[config.mk]
export PLATFORM = sky130hd
export DESIGN_NAME = branch_target_predictor
export DESIGN_NICKNAME = d
export VERILOG_FILES = /design/src/rtl/branch_target_predictor.sv
export SDC_FILE = /design/constraint.sdc
export NUM_CORES = 2
export LEC_CHECK = 0
export CAP_MARGIN = 20
export CORE_ASPECT_RATIO = 1.25
export CORE_UTILIZATION = 35
export DETAILED_ROUTE_END_ITERATION = 6
export GPL_TIMING_DRIVEN = 0
export PLACE_DENSITY_LB_ADDON = 0.3
export SYNTH_ARGS = -nofsm -noshare
export SYNTH_HDL_FRONTEND = slang
export SYNTH_SLANG_ARGS = --single-unit
export TNS_END_PERCENT = 100
[constraint.sdc]
create_clock -name clock -period 5.4 [get_ports clock]
set_input_delay 1.08 -clock clock [delete_from_list [all_inputs] [get_ports clock]]
set_output_delay 1.08 -clock clock [all_outputs]
set_load 0.01 [all_outputs]
[src/rtl/branch_target_predictor.sv]
// Direct-mapped branch target buffer with per-entry saturating direction counters.
// Fetch looks up continuously; resolved branches from decode/execute train the array.
module branch_target_predictor #(
    parameter int ADDR_W  = 32,
    parameter int ENTRIES = 16,
    parameter int CNT_W   = 2,
    parameter int STAT_W  = 16
) (
    input  logic              clock,
    input  logic              reset,
    input  logic [ADDR_W-1:0] f_pc,
    output logic              pred_hit,
    output logic              pred_taken,
    output logic [ADDR_W-1:0] pred_target,
    input  logic              u_valid,
    input  logic [ADDR_W-1:0] u_pc,
    input  logic              u_taken,
    input  logic [ADDR_W-1:0] u_target,
    input  logic              u_is_jump,
    input  logic              u_pred_taken,
    input  logic [ADDR_W-1:0] u_pred_target,
    input  logic              flush,
    output logic              mispredict,
    output logic [STAT_W-1:0] update_cnt,
    output logic [STAT_W-1:0] mispredict_cnt
);

    localparam int IDX_W = $clog2(ENTRIES);
    localparam int TAG_W = ADDR_W - IDX_W - 2;
    localparam logic [CNT_W-1:0] CNT_WT  = CNT_W'(1) << (CNT_W - 1);
    localparam logic [CNT_W-1:0] CNT_WNT = CNT_WT - 1'b1;

    function automatic logic [CNT_W-1:0] cnt_inc(input logic [CNT_W-1:0] c);
        return (&c) ? c : c + 1'b1;
    endfunction

    function automatic logic [CNT_W-1:0] cnt_dec(input logic [CNT_W-1:0] c);
        return (c == '0) ? c : c - 1'b1;
    endfunction

    function automatic logic [STAT_W-1:0] stat_inc(input logic [STAT_W-1:0] s, input logic en);
        return (en && !(&s)) ? s + 1'b1 : s;
    endfunction

    logic              valid_q  [ENTRIES];
    logic [TAG_W-1:0]  tag_q    [ENTRIES];
    logic [ADDR_W-1:0] target_q [ENTRIES];
    logic              jump_q   [ENTRIES];
    logic [CNT_W-1:0]  cnt_q    [ENTRIES];

    logic [IDX_W-1:0] f_idx;
    logic [TAG_W-1:0] f_tag;
    logic [IDX_W-1:0] u_idx;
    logic [TAG_W-1:0] u_tag;
    logic             u_hit;
    logic             u_mis;
    logic             u_accept;
    logic             unused_pc_bits;

    assign f_idx = f_pc[IDX_W+1:2];
    assign f_tag = f_pc[ADDR_W-1:IDX_W+2];
    assign u_idx = u_pc[IDX_W+1:2];
    assign u_tag = u_pc[ADDR_W-1:IDX_W+2];
    assign unused_pc_bits = ^{f_pc[1:0], u_pc[1:0]};

    // Lookup stage: purely combinational from registered array contents, no update bypass
    always_comb begin
        pred_hit    = valid_q[f_idx] && (tag_q[f_idx] == f_tag);
        pred_taken  = pred_hit && (jump_q[f_idx] || cnt_q[f_idx][CNT_W-1]);
        pred_target = pred_hit ? target_q[f_idx] : '0;
    end

    always_comb begin
        u_hit    = valid_q[u_idx] && (tag_q[u_idx] == u_tag);
        u_mis    = (u_taken != u_pred_taken) || (u_taken && (u_target != u_pred_target));
        u_accept = u_valid && !flush;
    end

    // Training stage: array and statistics written on the clock edge
    always_ff @(posedge clock) begin
        if (reset) begin
            for (int i = 0; i < ENTRIES; i++) begin
                valid_q[i]  <= 1'b0;
                tag_q[i]    <= '0;
                target_q[i] <= '0;
                jump_q[i]   <= 1'b0;
                cnt_q[i]    <= CNT_WNT;
            end
            update_cnt     <= '0;
            mispredict_cnt <= '0;
            mispredict     <= 1'b0;
        end else begin
            mispredict     <= u_accept && u_mis;
            update_cnt     <= stat_inc(update_cnt, u_accept);
            mispredict_cnt <= stat_inc(mispredict_cnt, u_accept && u_mis);
            if (flush) begin
                for (int i = 0; i < ENTRIES; i++) begin
                    valid_q[i] <= 1'b0;
                end
            end else if (u_valid) begin
                if (u_hit) begin
                    if (u_taken) begin
                        cnt_q[u_idx]    <= cnt_inc(cnt_q[u_idx]);
                        target_q[u_idx] <= u_target;
                        jump_q[u_idx]   <= u_is_jump;
                    end else begin
                        cnt_q[u_idx] <= cnt_dec(cnt_q[u_idx]);
                    end
                end else if (u_taken) begin
                    // Taken miss steals the slot whatever it held before
                    valid_q[u_idx]  <= 1'b1;
                    tag_q[u_idx]    <= u_tag;
                    target_q[u_idx] <= u_target;
                    jump_q[u_idx]   <= u_is_jump;
                    cnt_q[u_idx]    <= CNT_WT;
                end
            end
        end
    end

endmodule

==> metrics.txt <==
Primary FF master, synth=edfxtp_1; setup TNS=-2.42 ns; Post-Synthesis Net Count=3452; Total Wirelength=184000 um; end of the worst hold path=valid_q[11]; hold-fix buffer count after cts=0; Fmax=0.183 GHz; Max VDD drop=310 uV; Yosys top cell by area=edfxtp_1; total power=19.2 mW; RSZ-0062 raised after global routing=false; leakage=21.3 nW; Hold Crit Class=flop to flop; critical path type=primary input to flop; Max Cap Violations=0; drt first pass iters=5; Fill cells=13033; Die H=429 um; Avg WL per Cell=32.3 um; CP startpoint kind=primary input; nature of the critical path endpoint=flop; Ys Warns=0; Via density=5.70; I/O pins=202; CP peak stage delay=0.67 ns; fin. max-slew vios=0; Clock Tree Root=clkbuf_16; Distinct cells, synth=55; post-synthesis cell count=3315; CP Cell Sequence=buf_2 > buf_2 > buf_2 > mux4_2 > mux2i_1 > xor2_1 > a41oi_1 > a211oi_1 > and3_1 > buf_4 > buf_8 > nor3_4 > clkbuf_1 > and2_1; Least-Margin Pin Slew=1.07 ns; CTS H-tree lvls=3; share of power burned in registers=48.2%; CP Buf/Inv Count=6; Nets=3842; Req. time, crit path=5.90 ns; final setup vio count=115; r2r endpoint=tag_q[13][8]; core footprint=145000 sq um; P&R area growth vs syn=19.7%; insertion delay to the later sink of the worst-skew pair=0.76 ns; min-delay src=valid_q[11]; via count=32487; R2R Setup Slk=0.91 ns; port bufs=176; CTS sink cnt=1025; syn_area_per_cell=15.4 sq um; cell mode on critical path=buf_2; vias in the first global route=32437; starting density of the core=35.3%; Final Hold Fails=0; dpl ws=-3.41 ns; combinational fraction of design power=11.0%; layout cells sized above 1=25.2%; most frequent cell after synthesis=edfxtp_1; final worst path period need=5.46 ns; most frequent cells after synthesis=edfxtp_1 (976), and2_1 (948), mux4_2 (386), clkbuf_1 (184), nor2_1 (68); clock share of power=40.9%; sw frac=24.7%; Worst R2R Path Depth=12; synthesized cell area=51100 sq um; Cell Rows=156; Arr. time, crit path=5.96 ns; Num CTS Buffers=108; Placer Congestion=0.933; Final ANT Viol Nets=0; CP max FO=10; Internal=14.4 mW; FF-to-FF Start=tag_q[3][8]; Die Wd=344 um; Slew HR=28.9%; Tcrit/Tclk final=101%; CTS tree=yes; drt first-iter violations=4154; Clock Skew=0.0618 ns; clk slew on worst S/H paths=0.06 ns; Sw Pwr=4.74 mW; Post-synth EDFFs=976; sequential area share after synthesis=59.3%; first-pass GRT wire length=253000 um; CP max stage cell=a211oi_1; Top delay family on crit path=buffers and inverters; register bit total from synthesis=1025; asr flop ratio synth=0%; failing checks=negative setup slack; Area contributors post-synth=edfxtp_1 (57%), mux4_2 (17%), and2_1 (12%); hold path cells=1; setup slack after layout=-0.0592 ns; outcome=finished, violations left; gr ovfl total=0; DP HPWL=126000 um; largest net degree at the start of global routing=27; DRC violations left=0; Die ar.=147000 sq um; Hold WS=0.469 ns; initial antenna violation count=22; Clock Path Buffers=3; share of the synthesized area in the top cell type=57.4%; Power Dens Cells=314 nW/um^2; GRT Overall Usage=24.8%
==> final cells by class <==
type	count	area [sq um]	area share [%]
plain buffers	296	1830	2.99
clock inverters	71	863	1.41
repair buffers	279	3080	5.04
inverters	7	27.5	0.0450
clock buffers	131	2840	4.64
multi-input cells	1988	19800	32.4
diodes	8	20.0	0.0327
well taps	1896	2370	3.88
flip-flops and latches	1025	30300	49.5
==> worst reg2reg max path: stages, from the launching register on <==
cell       delay (ns)
edfxtp_1         0.41
mux4_2           0.46
mux2i_1          0.17
xnor2_1          0.34
nor3_1           0.26
o2111ai_1        0.46
nor4_2           0.15
and3_1           0.21
buf_4            0.17
buf_8            0.16
nor3_4           0.57
clkbuf_1         0.76
and2_1           0.24
==> repair_timing <==
action                                  CTS  global route
cloned                                    5             1
gates resized for setup                 322            41
pin swaps                                15            16
buffers inserted                         33            23
endpoints found under the setup margin  772           213
==> layer usage <==
layer	global-route usage, %	share of wire (%)	routed length [um]
met1	30.0	36	65800
met5	0	0.037	68
met4	12.5	5.7	10500
met2	42.0	49	90800
met3	4.52	9.3	17200
==> power groups by stage <==
stage / clock network, mW / registers (mW) / logic, mW
final: 7.84 / 9.23 / 2.10
after global routing: 8.14 / 9.26 / 2.16
after CTS: 7.88 / 9.23 / 2.06
after detailed placement: 0 / 9.40 / 1.96
after global placement: 0 / 9.39 / 1.88
after floorplan: 0 / 9.32 / 1.11
==> cells by family (layout without fill, tap and decap cells) <==
| logic type | after synthesis | in the layout | share of synthesized area (%) |
|---|---|---|---|
| multiplexers | 483 | 483 | 19.0 |
| buffers and inverters | 304 | 784 | 2.67 |
| AO/OA/AOI/OAI | 142 | 142 | 2.04 |
| other | 0 | 8 | 0 |
| flip-flops | 1025 | 1025 | 59.3 |
| XOR/XNOR | 117 | 117 | 2.01 |
| adder cells (fa/ha/maj) | 2 | 2 | 0.0490 |
| AND/OR/NAND/NOR | 1242 | 1244 | 14.9 |
==> sequential cells by signal (all words and copies together) (netlist names) <==
signal and cells:
target_q 512, tag_q 416, cnt_q 32, jump_q 16, mispredict_cnt 16, update_cnt 16
valid_q 16, mispredict 1
==> through the flow <==
stage / cells / util [%] / cell area, sq um
after CTS: 5671 / 42.0 / 60800
after global placement: 5387 / 38.2 / 55200
after global routing: 5694 / 42.3 / 61100
after detailed placement: 5431 / 38.7 / 56000
final: 5701 / 42.3 / 61100
after floorplan: 3315 / - / 51100
==> how the worst max path moves through the flow <==
stage                     startpoint  cells after the start  slack (ns)              end
final                        u_pc[5]                     14       -0.06     tag_q[13][9]
after global routing         u_pc[4]                     15        0.01    tag_q[13][21]
after CTS                    f_pc[2]                     14       -0.08   pred_target[7]
after detailed placement     f_pc[3]                     12       -3.41  pred_target[29]
after global placement       f_pc[3]                     11       -3.88       pred_taken
after floorplan              f_pc[2]                      9        0.43  pred_target[10]
==> placed cells by master, fill, tap and decap left out, types with 24 or more instances in the layout <==
cell             count
and2_1             948
buf_4               74
mux2i_1             67
and3_1              24
mux4_2             386
a21o_1              31
xor2_1              59
clkdlybuf4s50_1    142
clkinv_2            29
dfxtp_1             49
mux2_2              30
or2_2               24
nand2_1             24
nor2_1              66
buf_2               67
clkbuf_16          115
edfxtp_1           976
clkbuf_1           175
buf_12              42
xnor2_1             45
Note: power is estimated with default switching activity, not from simulation.
